`config.mk`:
```
export PLATFORM = sky130hd
export DESIGN_NAME = axis_generator
export DESIGN_NICKNAME = d
export VERILOG_FILES = /design/src/rtl/axis_generator.sv
export SDC_FILE = /design/constraint.sdc
export NUM_CORES = 1
export LEC_CHECK = 0
export ABC_CLOCK_PERIOD_IN_PS = 5400
export CAP_MARGIN = 30
export CORE_MARGIN = 2
export CORE_UTILIZATION = 25
export CTS_BUF_LIST = sky130_fd_sc_hd__clkbuf_4 sky130_fd_sc_hd__clkbuf_8
export DETAILED_ROUTE_END_ITERATION = 10
export DONT_BUFFER_PORTS = 1
export SKIP_LAST_GASP = 1
export SYNTH_ARGS = -nofsm -noshare
export SYNTH_HDL_FRONTEND = slang
export SYNTH_SLANG_ARGS = --single-unit
```
`constraint.sdc`:
```
create_clock -name m00_axis_aclk -period 5.4 [get_ports m00_axis_aclk]
set_input_delay 1.08 -clock m00_axis_aclk [delete_from_list [all_inputs] [get_ports m00_axis_aclk]]
set_output_delay 1.08 -clock m00_axis_aclk [all_outputs]
set_load 0.1 [all_outputs]
```
`src/rtl/axis_generator.sv`:
```
// axis_generator: AXI4-Stream master emitting an incrementing counter pattern
// framed into packets of PACKET_LEN beats (tlast on the final beat).
// Optional feature: define AXIS_GEN_PKT_CNT_EN to add m00_axis_pkt_count,
// a 32-bit count of accepted tlast beats.
module axis_generator #(
  parameter int unsigned          DATA_SIZE   = 32,
  parameter int unsigned          PACKET_LEN  = 8,
  parameter logic [DATA_SIZE-1:0] START_VALUE = '0
) (
  input  logic                   m00_axis_aclk,
  input  logic                   m00_axis_aresetn,
  input  logic                   m00_axis_enable,
  output logic [DATA_SIZE-1:0]   m00_axis_tdata,
  output logic [DATA_SIZE/8-1:0] m00_axis_tstrb,
  output logic                   m00_axis_tvalid,
  input  logic                   m00_axis_tready,
  output logic                   m00_axis_tlast
`ifdef AXIS_GEN_PKT_CNT_EN
  ,
  output logic [31:0]            m00_axis_pkt_count
`endif
);

  localparam int unsigned STRB_W = DATA_SIZE / 8;
  localparam int unsigned BEAT_W = (PACKET_LEN > 1) ? $clog2(PACKET_LEN) : 1;
  localparam logic [BEAT_W-1:0] LAST_BEAT = BEAT_W'(PACKET_LEN - 1);

  typedef enum logic {
    IDLE  = 1'b0,
    VALID = 1'b1
  } state_t;

  state_t                state, state_next;
  logic [DATA_SIZE-1:0]  data, data_next;
  logic [BEAT_W-1:0]     beat, beat_next;
  logic                  tlast_q, tlast_next;
  logic                  handshake;

  // Next-state, counter and framing logic; tlast is precomputed for the next beat
  always_comb begin
    state_next = state;
    data_next  = data;
    beat_next  = beat;
    tlast_next = 1'b0;
    handshake  = (state == VALID) && m00_axis_tready;

    case (state)
      IDLE:    if (m00_axis_enable) state_next = VALID;
      VALID:   if (handshake && !m00_axis_enable) state_next = IDLE;
      default: state_next = IDLE;
    endcase

    if (handshake) begin
      data_next = data + DATA_SIZE'(1);
      beat_next = (beat == LAST_BEAT) ? '0 : beat + BEAT_W'(1);
    end

    tlast_next = (state_next == VALID) && (beat_next == LAST_BEAT);
  end

  // State, counters and registered tlast
  always_ff @(posedge m00_axis_aclk or negedge m00_axis_aresetn) begin
    if (!m00_axis_aresetn) begin
      state   <= IDLE;
      data    <= START_VALUE;
      beat    <= '0;
      tlast_q <= 1'b0;
    end else begin
      state   <= state_next;
      data    <= data_next;
      beat    <= beat_next;
      tlast_q <= tlast_next;
    end
  end

`ifdef AXIS_GEN_PKT_CNT_EN
  logic [31:0] pkt_cnt;

  // Count accepted end-of-packet beats
  always_ff @(posedge m00_axis_aclk or negedge m00_axis_aresetn) begin
    if (!m00_axis_aresetn) begin
      pkt_cnt <= '0;
    end else if (handshake && tlast_q) begin
      pkt_cnt <= pkt_cnt + 32'd1;
    end
  end

  assign m00_axis_pkt_count = pkt_cnt;
`endif

  assign m00_axis_tvalid = (state == VALID);
  assign m00_axis_tdata  = data;
  assign m00_axis_tlast  = tlast_q;
  assign m00_axis_tstrb  = {STRB_W{1'b1}};

endmodule

```
======== After elaboration in Yosys (flattened, before gate mapping) ========
Index checks and enable logic that the tools add are counted.
storage, ports and cells
  flip-flop bits (word level) ............. 37
  latch bits .............................. 0
  memory bits (writable) .................. 0
  ROM bits ................................ 0
  input port bits ......................... 4
  output and inout bits ................... 38
  logic and storage cells ................. 18
  memories kept ........................... 0
cells by class
  $add $sub $neg .......................... 2
  $mul .................................... 0
  div/mod/pow operators ................... 0
  magnitude comparators ................... 0
  equal/unequal tests ..................... 2
  shifts and indexed selects .............. 0
  mux-type cells .......................... 5
  bitwise gates (word level) .............. 1
  reduce and logical (&&, ||, !) cells .... 4
operators by type and width
  cell                                           number
  adder 32 x 1 -> 32 bit, second input constant  1
  == test 3 bit, second input constant           2
  two-way mux 3 bit                              2
  adder 3 x 1 -> 3 bit, second input constant    1
  logical AND 1 bit                              3
  two-way mux 1 bit                              2
  case mux 1 bit (2 select lines)                1
  logical NOT 1 bit                              1
  inverter 1 bit                                 1

======== Longest topological paths before layout ========
  depth after elaboration ................. 5
  depth in mapped cells ................... 6
  gate-level depth less buffers ........... 5

======== Worst setup path after synthesis ========
No wires, ideal clock.
  path type ............................... register -> register
  start point ............................. register data[0] (netlist: m00_axis_tdata[0])
  end point ............................... register data[30] (netlist: m00_axis_tdata[30])
  setup time .............................. 0.162 ns
  arrival ................................. 2.333 ns
  required time ........................... 5.238 ns
  setup slack ............................. 2.906 ns
  cell stages (with the launch flop) ...... 7
  buffers on the path ..................... 1
  clock period less this slack ............ 2.494 ns
  cell sequence ........................... dfrtp_1 > ha_1 > nand3_1 > or3_4 > buf_6 > nor4_2 > xor2_1
on the way
  word-level cells in the longest chain between the ends .. 1
ends and longest elaborated chain
  item                    RTL line  source
  from (decl)             34        logic [DATA_SIZE-1:0] data, data_next;
  from (signal assigned)  70        data <= data_next;
  adder 32 x 1 -> 32 bit  54        data_next = data + DATA_SIZE'(1);
Every way passes these cells.
A chain may end at the register's enable or synchronous reset.

======== Worst setup path in the final report ========
  start point ............................. register data[1] (netlist: m00_axis_tdata[1])
  end point ............................... register data[26] (netlist: m00_axis_tdata[26])
The elaborated chain is that of the path after synthesis.

==> impl_metrics.csv <==
group,metric,value,unit
run_status,status,"complete, no violations",
floorplanning,die_y,89.34,um
finish,layout_commonest_cell,"dfrtp_1",
setup_path,crit_fanout,12,
clock_tree,cts_resized,0,
sta,worst_pin_slew,1.015,ns
setup_path,cp-start-kind,"register",
synth,synth_ff_type,"dfrtp_1",
global_routing,grt_antenna_before_repair,0,
clock_tree,cts.sinks,37,
synth,synth_area,1820,um2
setup_path,crit_path_cell_trace,"ha_1 -> nand3_1 -> or3_4 -> nor4_1 -> xor2_1",
sta,drv_slew,0,
sta,holdWs,0.4825,ns
synth,synth_edf_count,0,
place,gp_congestion,0.7499,
setup_path,required,5.53,ns
floorplanning,die_w,89.34,um
setup_path,r2r_setup_slack,2.80,ns
routing,vias,1125,
finish,syn_to_final_growth,22.54,%
routing,initialDrtViolationCount,27,
routing,wl_per_cell,13.43,um
sta,skew,0.005288,ns
synth,yosysTopAreaCell,"dfrtp_1",
floorplanning,num_rows,31,
synth,syn_avg_cell_area,11.67,um2
finish,fin_util,0.3126,
finish,n_antenna_cell,0,
clock_tree,insertion_delay,0.29,ns
place,dp.final_hpwl,2.578,mm
power,leakagePower,1.070,nW
synth,netlist.area_leader.share,0.5086,
clock_tree,cts_root_buf,"clkbuf_8",
floorplanning,die_area,7981,um2
setup_path,max_stage_delay,1.00,ns
clock_tree,cts_buffers,5,
finish,final_cell_mix,"37 x dfrtp_1, 23 x xor2_1, 12 x nand2_1",
setup_path,r2r_cells,5,
finish,fin_nets,176,
clock_tree,clock_path_buffers,2,
global_routing,grtUsageTotal,0.09887,
place,io_buffers,0,
sta,fmax,0.3852,GHz
setup_path,cp_slowest_cell,"dfrtp_1",
global_routing,grt_remaining_overflow,0,
synth,yosys_warnings,0,
synth,ys_ff_latch,37,
sta,setup_viol,0,
setup_path,regToRegStartpoint,"m00_axis_tdata[1]",
finish,drive_gt1_frac,0.2071,
finish,multiInputGateArea,822.0,um2
finish,final_cells,268,
sta,hold_violations,0,
global_routing,grt_pass1_wl,6.023,mm
sta,finalWorstSetupSlack,2.804,ns
floorplanning,io_pins,42,
sta,fin_tns_setup,0,ns
finish,n_fill_cell,732,
clock_tree,clkTransAtPathRegs,0.07,ns
floorplanning,initial_core_util,0.2551,
synth,synth.area.top_cells,"dfrtp_1 51%, xor2_1 11%, nor4_2 4.1%",
finish,regArea,925.9,um2
setup_path,startpoint,"m00_axis_tdata[1]",
routing,drt_pass1_iterations,4,
global_routing,grt_pass1_vias,1149,
place,pre_cts_slack,2.783,ns
floorplanning,core,7137,um2
setup_path,critPathCaptureType,"register",
place,dp_cells,255,
synth,async_flop_share,1.000,
synth,synthCells,156,
worst_hold_path,hold_path.class,"input pin to asynchronous set/reset pin",
setup_path,r2r_end,"m00_axis_tdata[26]",
sta,rsz0062_at_grt,"no",
clock_tree,cts-hold-fix-buffers,0,
setup_path,crit_arrival,2.73,ns
power,vdd.ir_drop.worst,0.2870,mV
sta,period_minus_slack,2.596,ns
sta,maxSlewHeadroom,0.3233,
clock_tree,cts_max_level,2,
flow_run,cap_violations,0,
routing,drt-total-wl,3.599,mm
routing,drc,0,
routing,antenna_left,0,
power,p_per_area,379.7,nW/um2
setup_path,worstSetupPathType,"register to register",
synth,synth-seq-area-share,0.5086,
sta,fin_crit_sh,0.4808,
routing,viasPerCell,4.198,
synth,synth_cell_type_count,30,
global_routing,grt_max_degree,38,
clock_tree,cts_tree,"built",
setup_path,cp-endpoint,"m00_axis_tdata[26]",
clock_tree,post_cts_buffers,0,
## synth_stat cells, types with 2 or more instances
cell type  count
a21o_1         2
and2_1         2
and3_1         2
and4_1         4
buf_4          4
buf_6          2
dfrtp_1       37
ha_1           3
inv_1          7
mux2_2         3
nand2_1       12
nand3_1        7
nand3_2        2
nand4_1        3
nor2_1         8
nor3_1         8
nor4_1         2
nor4_2         6
nor4_4         2
xnor2_1        8
xor2_1        23
## how the worst min path moves through the flow
stage,to,depth (start not counted),slack [ns]
after global placement,beat[1],1,0.50
final,m00_axis_tdata[29],0,0.48
after detailed placement,beat[1],1,0.51
after global routing,m00_axis_tdata[30],0,0.46
after CTS,m00_axis_tdata[30],0,0.47
after floorplan,beat[0],1,0.49
## power breakdown
| part | switching, mW | leakage (nW) | internal [mW] | total, mW |
|---|---|---|---|---|
| clock | 0.0917 | 0.0477 | 0.106 | 0.198 |
| sequential | 0.158 | 0.476 | 0.308 | 0.466 |
| combinational | 0.105 | 0.546 | 0.0778 | 0.183 |
## registers in the layout, summed over array words and instances, names as in the netlist
| name | cells |
|---|---|
| beat | 3 |
| m00_axis_tdata | 32 |
| m00_axis_tlast | 1 |
| m00_axis_tvalid | 1 |
## kinds of logic after synthesis
kind of cell	share of synthesized area
AO/OA/AOI/OAI	0.008245
buffers and inverters	0.04605
multiplexers	0.01856
AND/OR/NAND/NOR	0.2467
flip-flops	0.5086
XOR/XNOR	0.1491
adder cells (fa/ha/maj)	0.02062
other	0.002060
## metal layers
| layer | vias up | part of all wire | wire length [um] | GRT usage |
|---|---|---|---|---|
| li1 | 552 | - | - | - |
| met1 | 533 | 0.45 | 1633 | 0.1284 |
| met2 | 35 | 0.45 | 1626 | 0.1495 |
| met3 | 5 | 0.079 | 283 | 0.04340 |
| met4 | 0 | 0.015 | 55 | 0.02849 |
| met5 | - | 0 | 0 | 0 |
## final cells by class
class                   instances  area share
flip-flops and latches         37      0.4150
well taps                      99     0.05552
repair buffers                 10      0.1088
inverters                       7     0.01178
multi-input cells             108      0.3685
clock buffers                   7     0.04038
## through the flow
stage / instance area, um2 / power (mW)
2_1_floorplan: 1832 / 0.5893
3_3_place_gp: 1898 / 0.6039
3_5_place_dp: 1992 / 0.6074
4_1_cts: 2082 / 0.8075
5_1_grt: 2231 / 0.8956
6_report: 2231 / 0.8472
## worst max-delay path: cells and delay by family, from the launching register on
family,cells,cell delay (ns)
adders and majority gates,1,0.28
xor gates and xnor gates,1,0.11
and+or+nand+nor,3,1.05
DFF,1,1.00
No activity file was read; power rests on OpenSTA's default activity.
